[src/rtl/rcu_pkg.sv]
// Shared types and cause-bit indices for the reset-conditioning front end of the rcu.
package rcu_pkg;

  typedef enum logic [1:0] {
    HOLD     = 2'd0,
    RUN      = 2'd1,
    DEBOUNCE = 2'd2
  } rst_state_e;

  localparam int CAUSE_POR = 0;
  localparam int CAUSE_EXT = 1;
  localparam int CAUSE_WDT = 2;
  localparam int CAUSE_SW  = 3;
  localparam int CAUSE_W   = 4;

endpackage

[src/rtl/rcu_sync.sv]
// N-stage synchroniser for an asynchronous input; all stages preset to RST_VAL under reset.
module rcu_sync #(
  parameter int   STAGES  = 2,
  parameter logic RST_VAL = 1'b1
) (
  input  logic clk_i,
  input  logic rst_i,
  input  logic d,
  output logic q
);

  logic [STAGES-1:0] ff;

  // NOTE: sequential state uses non-blocking assignments so every stage samples its
  // neighbour's pre-edge value; blocking here would collapse the chain into one flop.
  always_ff @(posedge clk_i or posedge rst_i) begin
    if (rst_i) ff <= {STAGES{RST_VAL}};
    else       ff <= {ff[STAGES-2:0], d};
  end

  assign q = ff[STAGES-1];

endmodule

[src/rtl/rcu_rst_filter.sv]
// Debounces/synchronises reset sources and stretches them into one clean active-low reset.
// Optional software reset source enabled by defining RCU_RST_SW_EN.
module rcu_rst_filter
  import rcu_pkg::*;
#(
  parameter int SYNC_STAGES  = 2,
  parameter int DEBOUNCE_CYC = 16,
  parameter int STRETCH_CYC  = 64
) (
  input  logic       clk_i,
  input  logic       rst_i,
  input  logic       ext_rst_n_i,
  input  logic       wdt_rst_n_i,
  input  logic       sw_rst_i,
  input  logic       cause_clr_i,
  output logic       rst_n_o,
  output logic [3:0] rst_cause_o,
  output logic       busy_o
);

  localparam int MAX_CYC   = (DEBOUNCE_CYC > STRETCH_CYC) ? DEBOUNCE_CYC : STRETCH_CYC;
  localparam int CNT_WIDTH = $clog2(MAX_CYC);
  localparam logic [CNT_WIDTH-1:0] DB_LAST = CNT_WIDTH'(DEBOUNCE_CYC - 1);
  localparam logic [CNT_WIDTH-1:0] ST_LAST = CNT_WIDTH'(STRETCH_CYC - 1);

  logic ext_s;
  logic wdt_s;
  logic sw_req;
  logic src_any;

  rst_state_e           state_q, state_d;
  logic [CNT_WIDTH-1:0] cnt_q, cnt_d;
  logic                 rst_n_q, rst_n_d;
  logic [CAUSE_W-1:0]   cause_q, cause_d, cause_set;

  rcu_sync #(.STAGES(SYNC_STAGES), .RST_VAL(1'b1)) u_sync_ext (
    .clk_i (clk_i),
    .rst_i (rst_i),
    .d     (ext_rst_n_i),
    .q     (ext_s)
  );

  rcu_sync #(.STAGES(SYNC_STAGES), .RST_VAL(1'b1)) u_sync_wdt (
    .clk_i (clk_i),
    .rst_i (rst_i),
    .d     (wdt_rst_n_i),
    .q     (wdt_s)
  );

`ifdef RCU_RST_SW_EN
  assign sw_req = sw_rst_i;
`else
  // Port stays on the interface so both builds share one netlist boundary.
  logic unused_sw;
  assign unused_sw = sw_rst_i;
  assign sw_req    = 1'b0;
`endif

  assign src_any = !wdt_s || sw_req;

  // NOTE: every signal written here gets a default first, so no path can leave one
  // unassigned and infer a latch.
  always_comb begin
    state_d   = state_q;
    cnt_d     = cnt_q;
    rst_n_d   = rst_n_q;
    cause_set = '0;

    unique case (state_q)
      HOLD: begin
        rst_n_d = 1'b0;
        if (src_any || !ext_s) begin
          cnt_d                = '0;
          cause_set[CAUSE_WDT] = !wdt_s;
          cause_set[CAUSE_SW]  = sw_req;
          cause_set[CAUSE_EXT] = !ext_s;
        end else if (cnt_q == ST_LAST) begin
          state_d = RUN;
          rst_n_d = 1'b1;
          cnt_d   = '0;
        end else begin
          cnt_d = cnt_q + 1'b1;
        end
      end

      RUN: begin
        rst_n_d = 1'b1;
        if (src_any) begin
          state_d              = HOLD;
          rst_n_d              = 1'b0;
          cnt_d                = '0;
          cause_set[CAUSE_WDT] = !wdt_s;
          cause_set[CAUSE_SW]  = sw_req;
        end else if (!ext_s) begin
          state_d = DEBOUNCE;
          cnt_d   = '0;
        end
      end

      DEBOUNCE: begin
        if (src_any) begin
          state_d              = HOLD;
          rst_n_d              = 1'b0;
          cnt_d                = '0;
          cause_set[CAUSE_WDT] = !wdt_s;
          cause_set[CAUSE_SW]  = sw_req;
        end else if (ext_s) begin
          state_d = RUN;
          cnt_d   = '0;
        end else if (cnt_q == DB_LAST) begin
          state_d              = HOLD;
          rst_n_d              = 1'b0;
          cnt_d                = '0;
          cause_set[CAUSE_EXT] = 1'b1;
        end else begin
          cnt_d = cnt_q + 1'b1;
        end
      end

      default: begin
        state_d = HOLD;
        rst_n_d = 1'b0;
        cnt_d   = '0;
      end
    endcase

    // A source firing in the same cycle as a clear keeps its bit.
    cause_d = (cause_q & ~{CAUSE_W{cause_clr_i}}) | cause_set;
  end

  always_ff @(posedge clk_i or posedge rst_i) begin
    if (rst_i) begin
      state_q <= HOLD;
      cnt_q   <= '0;
      rst_n_q <= 1'b0;
      cause_q <= CAUSE_W'(1) << CAUSE_POR;
    end else begin
      state_q <= state_d;
      cnt_q   <= cnt_d;
      rst_n_q <= rst_n_d;
      cause_q <= cause_d;
    end
  end

  assign rst_n_o     = rst_n_q;
  assign rst_cause_o = cause_q;
  assign busy_o      = (state_q != RUN);

endmodule

[config.mk]
export PLATFORM = sky130hd
export DESIGN_NAME = rcu_rst_filter
export DESIGN_NICKNAME = d
export VERILOG_FILES = /design/src/rtl/rcu_pkg.sv /design/src/rtl/rcu_sync.sv /design/src/rtl/rcu_rst_filter.sv
export SDC_FILE = /design/constraint.sdc
export NUM_CORES = 1
export LEC_CHECK = 0
export CORE_UTILIZATION = 40
export CTS_BUF_LIST = sky130_fd_sc_hd__clkbuf_8
export DETAILED_ROUTE_END_ITERATION = 10
export GPL_TIMING_DRIVEN = 0
export SYNTH_ARGS = -nofsm -noshare
export SYNTH_HDL_FRONTEND = slang
export SYNTH_SLANG_ARGS = --single-unit
export TNS_END_PERCENT = 1
[constraint.sdc]
create_clock -name clk_i -period 4.5 [get_ports clk_i]
set_input_delay 0.45 -clock clk_i [delete_from_list [all_inputs] [get_ports clk_i]]
set_output_delay 0.45 -clock clk_i [all_outputs]
set_load 0.01 [all_outputs]
==> results.json <==
{
  "status": "completed",
  "die_area_um2": 2500,
  "htreeDepth": 1,
  "synth_nets": 103,
  "antenna_found_initial": 0,
  "synth_top_area_share": 0.326,
  "cpPeakStageDelay_ps": 530,
  "design_area_um2": 1100,
  "crit_fanout": 5,
  "hold_start": "u_sync_wdt.ff[0]$_DFF_PP1_",
  "design.core.area_um2": 2190,
  "area_growth_pct": 19.7,
  "clock.fmax_mhz": 495,
  "wl_mm": 1.58,
  "syn_avg_cell_area_um2": 10.0,
  "grt_busiest_layer": "met2",
  "viasPerCell": 5.09,
  "synth_cells": 92,
  "first_global_vias": 688,
  "slew_violations": 0,
  "p_leak_nw": 0.483,
  "hold_buffers": 0,
  "cp-start-kind": "register",
  "ys_types": 33,
  "grt_pass1_wl_mm": 3.02,
  "drive_gt1_frac": 0.198,
  "max_cap_violations": 0,
  "rrSetupSlack_ps": 2840,
  "grt_max_degree": 18,
  "synth-seq-area-share": 0.468,
  "crit_path_start": "state_q[0]$_DFFE_PP0P_",
  "clock_latency_ps": 250,
  "finalSetupViolations": 0,
  "grt_use_met3": 0.0278,
  "grt_setup_unrepaired": "no",
  "final_common_cell": "dfrtp_1",
  "cts_buffer_depth": 2,
  "gp_congestion": 0.744,
  "cts_resized": 0,
  "pre_cts_ws_ps": 2740,
  "tns_ps": 0,
  "required_ps": 4050,
  "use_met1": 0.208,
  "grt-ovfl-total": 0,
  "ys_ff_latch": 17,
  "grt_usage": 0.163,
  "drt-initial-drc-count": 7,
  "tightestPinTransition_ps": 618,
  "skew_ps": 1.07,
  "clock_sinks": 17,
  "cts_root_buf": "clkbuf_8",
  "endpoint": "busy_o",
  "path_delay_family": "buffers and inverters",
  "dpl.cell_count": 130,
  "die_w_um": 50.0,
  "fp.dieH_um": 50.0,
  "crit_type": "reg2out",
  "power_density_nw_per_um2": 263,
  "r2r_cells": 6,
  "hold_viol_final": 0,
  "synthesis.area_um2": 922,
  "hold-worst-slack_ps": 359,
  "final_antenna_net_count": 0,
  "relSlewSlack": 0.588,
  "cp_cell_sequence": "ha_1 > inv_1 > clkdlybuf4s50_1",
  "synth_top_area_cell": "dfrtp_1",
  "fin_crit_ps": 2020,
  "vias": 682,
  "critPathArrivalTime_ps": 1570,
  "final_cells": 134,
  "finalCritPeriodShare": 0.449,
  "antenna_cells": 0,
  "cp_num_cells": 3,
  "postLayoutSetupSlackWorst_ps": 2480,
  "crit-reg2reg-launch": "state_q[0]$_DFFE_PP0P_",
  "fin_nets": 118,
  "cts_setup_buffers": 0,
  "slowest_stage": "clkdlybuf4s50_1",
  "power_mw": 0.291,
  "drc_errors": 0,
  "critPathBufInv": 2,
  "io_buffer_count": 10,
  "first_pass_iters": 2,
  "synthTopCellsByArea": "dfrtp_1, dfstp_2, ha_1",
  "dp_hpwl_mm": 1.18,
  "initial_core_util": 0.421,
  "clkTransAtPathRegs_ps": 60,
  "cp-end-kind": "output pin",
  "hold_class": "reg2reg",
  "yosysWarnings": 0,
  "cts_tree": "done",
  "cts_made_buffers": 3,
  "final_cell_mix": "dfrtp_1, nand2_1, clkdlybuf4s50_1",
  "use_met2": 0.260,
  "io_pins": 12,
  "fill_cells": 209,
  "peakVddDrop_mv": 0.165,
  "wl_per_cell_um": 11.8,
  "dpl_cell_area_um2": 1060,
  "r2r-end": "state_q[0]$_DFFE_PP0P_",
  "rows": 17,
  "fin_util": 0.504
}
## worst min-delay path by stage
stage | cells past startpoint | slack, ps | endpoint
after floorplan | 0 | 350 | u_sync_ext.ff[1]$_DFF_PP1_
after global placement | 0 | 350 | u_sync_wdt.ff[1]$_DFF_PP1_
after CTS | 0 | 360 | u_sync_wdt.ff[1]$_DFF_PP1_
after global routing | 0 | 360 | u_sync_wdt.ff[1]$_DFF_PP1_
final | 0 | 360 | u_sync_wdt.ff[1]$_DFF_PP1_
after detailed placement | 0 | 350 | u_sync_wdt.ff[1]$_DFF_PP1_
## cell usage after synthesis
cell      instances
o21ai_0           3
o21ba_2           1
and3_1            1
o21ai_1           3
o221ai_1          1
nor2b_1           3
and2_1            1
o41ai_2           1
nand3_1           5
nor3b_1           1
o22ai_1           1
inv_1             8
o32ai_1           1
dfrtp_1          12
nand2_1          11
nor3_1            2
a22o_1            1
a311oi_1          1
a21oi_1           2
dfstp_2           5
ha_1              5
nand3_4           1
nand3b_1          1
o31a_1            1
o211ai_1          1
and3b_1           1
buf_2             5
o31ai_2           2
or4_1             1
mux2i_1           2
mux2_4            1
nor2_1            6
nand3_2           1
## routing by layer
metal | vias up | share of wire | routed length (um)
met1 | 319 | 0.49 | 771
met2 | 11 | 0.47 | 737
met3 | 4 | 0.028 | 44
met5 | - | 0 | 0
met4 | 0 | 0.018 | 28
li1 | 348 | - | -
## kinds of logic (layout without fill, tap and decap cells)
logic type | Yosys count | count (layout) | share of synthesized area
DFF | 17 | 17 | 0.468
buffers and inverters | 13 | 27 | 0.0597
and+or+nand+nor | 35 | 35 | 0.205
AOI/OAI and AO/OA | 19 | 19 | 0.161
muxes | 3 | 3 | 0.0380
adders and majority gates | 5 | 5 | 0.0678
## report_power, final
group / leakage (nW) / total, mW / internal, mW / switching [mW]
clock: 0.0255 / 0.112 / 0.0613 / 0.0505
sequential: 0.213 / 0.160 / 0.158 / 0.00188
combinational: 0.245 / 0.0186 / 0.00884 / 0.00977
total: 0.483 / 0.291 / 0.228 / 0.0622
## flip-flops by register name, indices dropped and copies added (netlist names)
name,count
rst_cause_o,4
u_sync_ext.ff,2
state_q,2
cnt_q,6
u_sync_wdt.ff,2
rst_n_o,1
## layout make-up
type	instances	area (um^2)	area share
tap	28	35.0	0.0317
clock buffer	3	41.3	0.0374
clock inverter	1	5.00	0.00454
timing repair buffer	10	100	0.0907
sequential	17	432	0.391
buffer	5	25.0	0.0227
multi-input combinational	62	435	0.395
inverter	8	30.0	0.0272
Note: power is estimated with default switching activity, not from simulation.
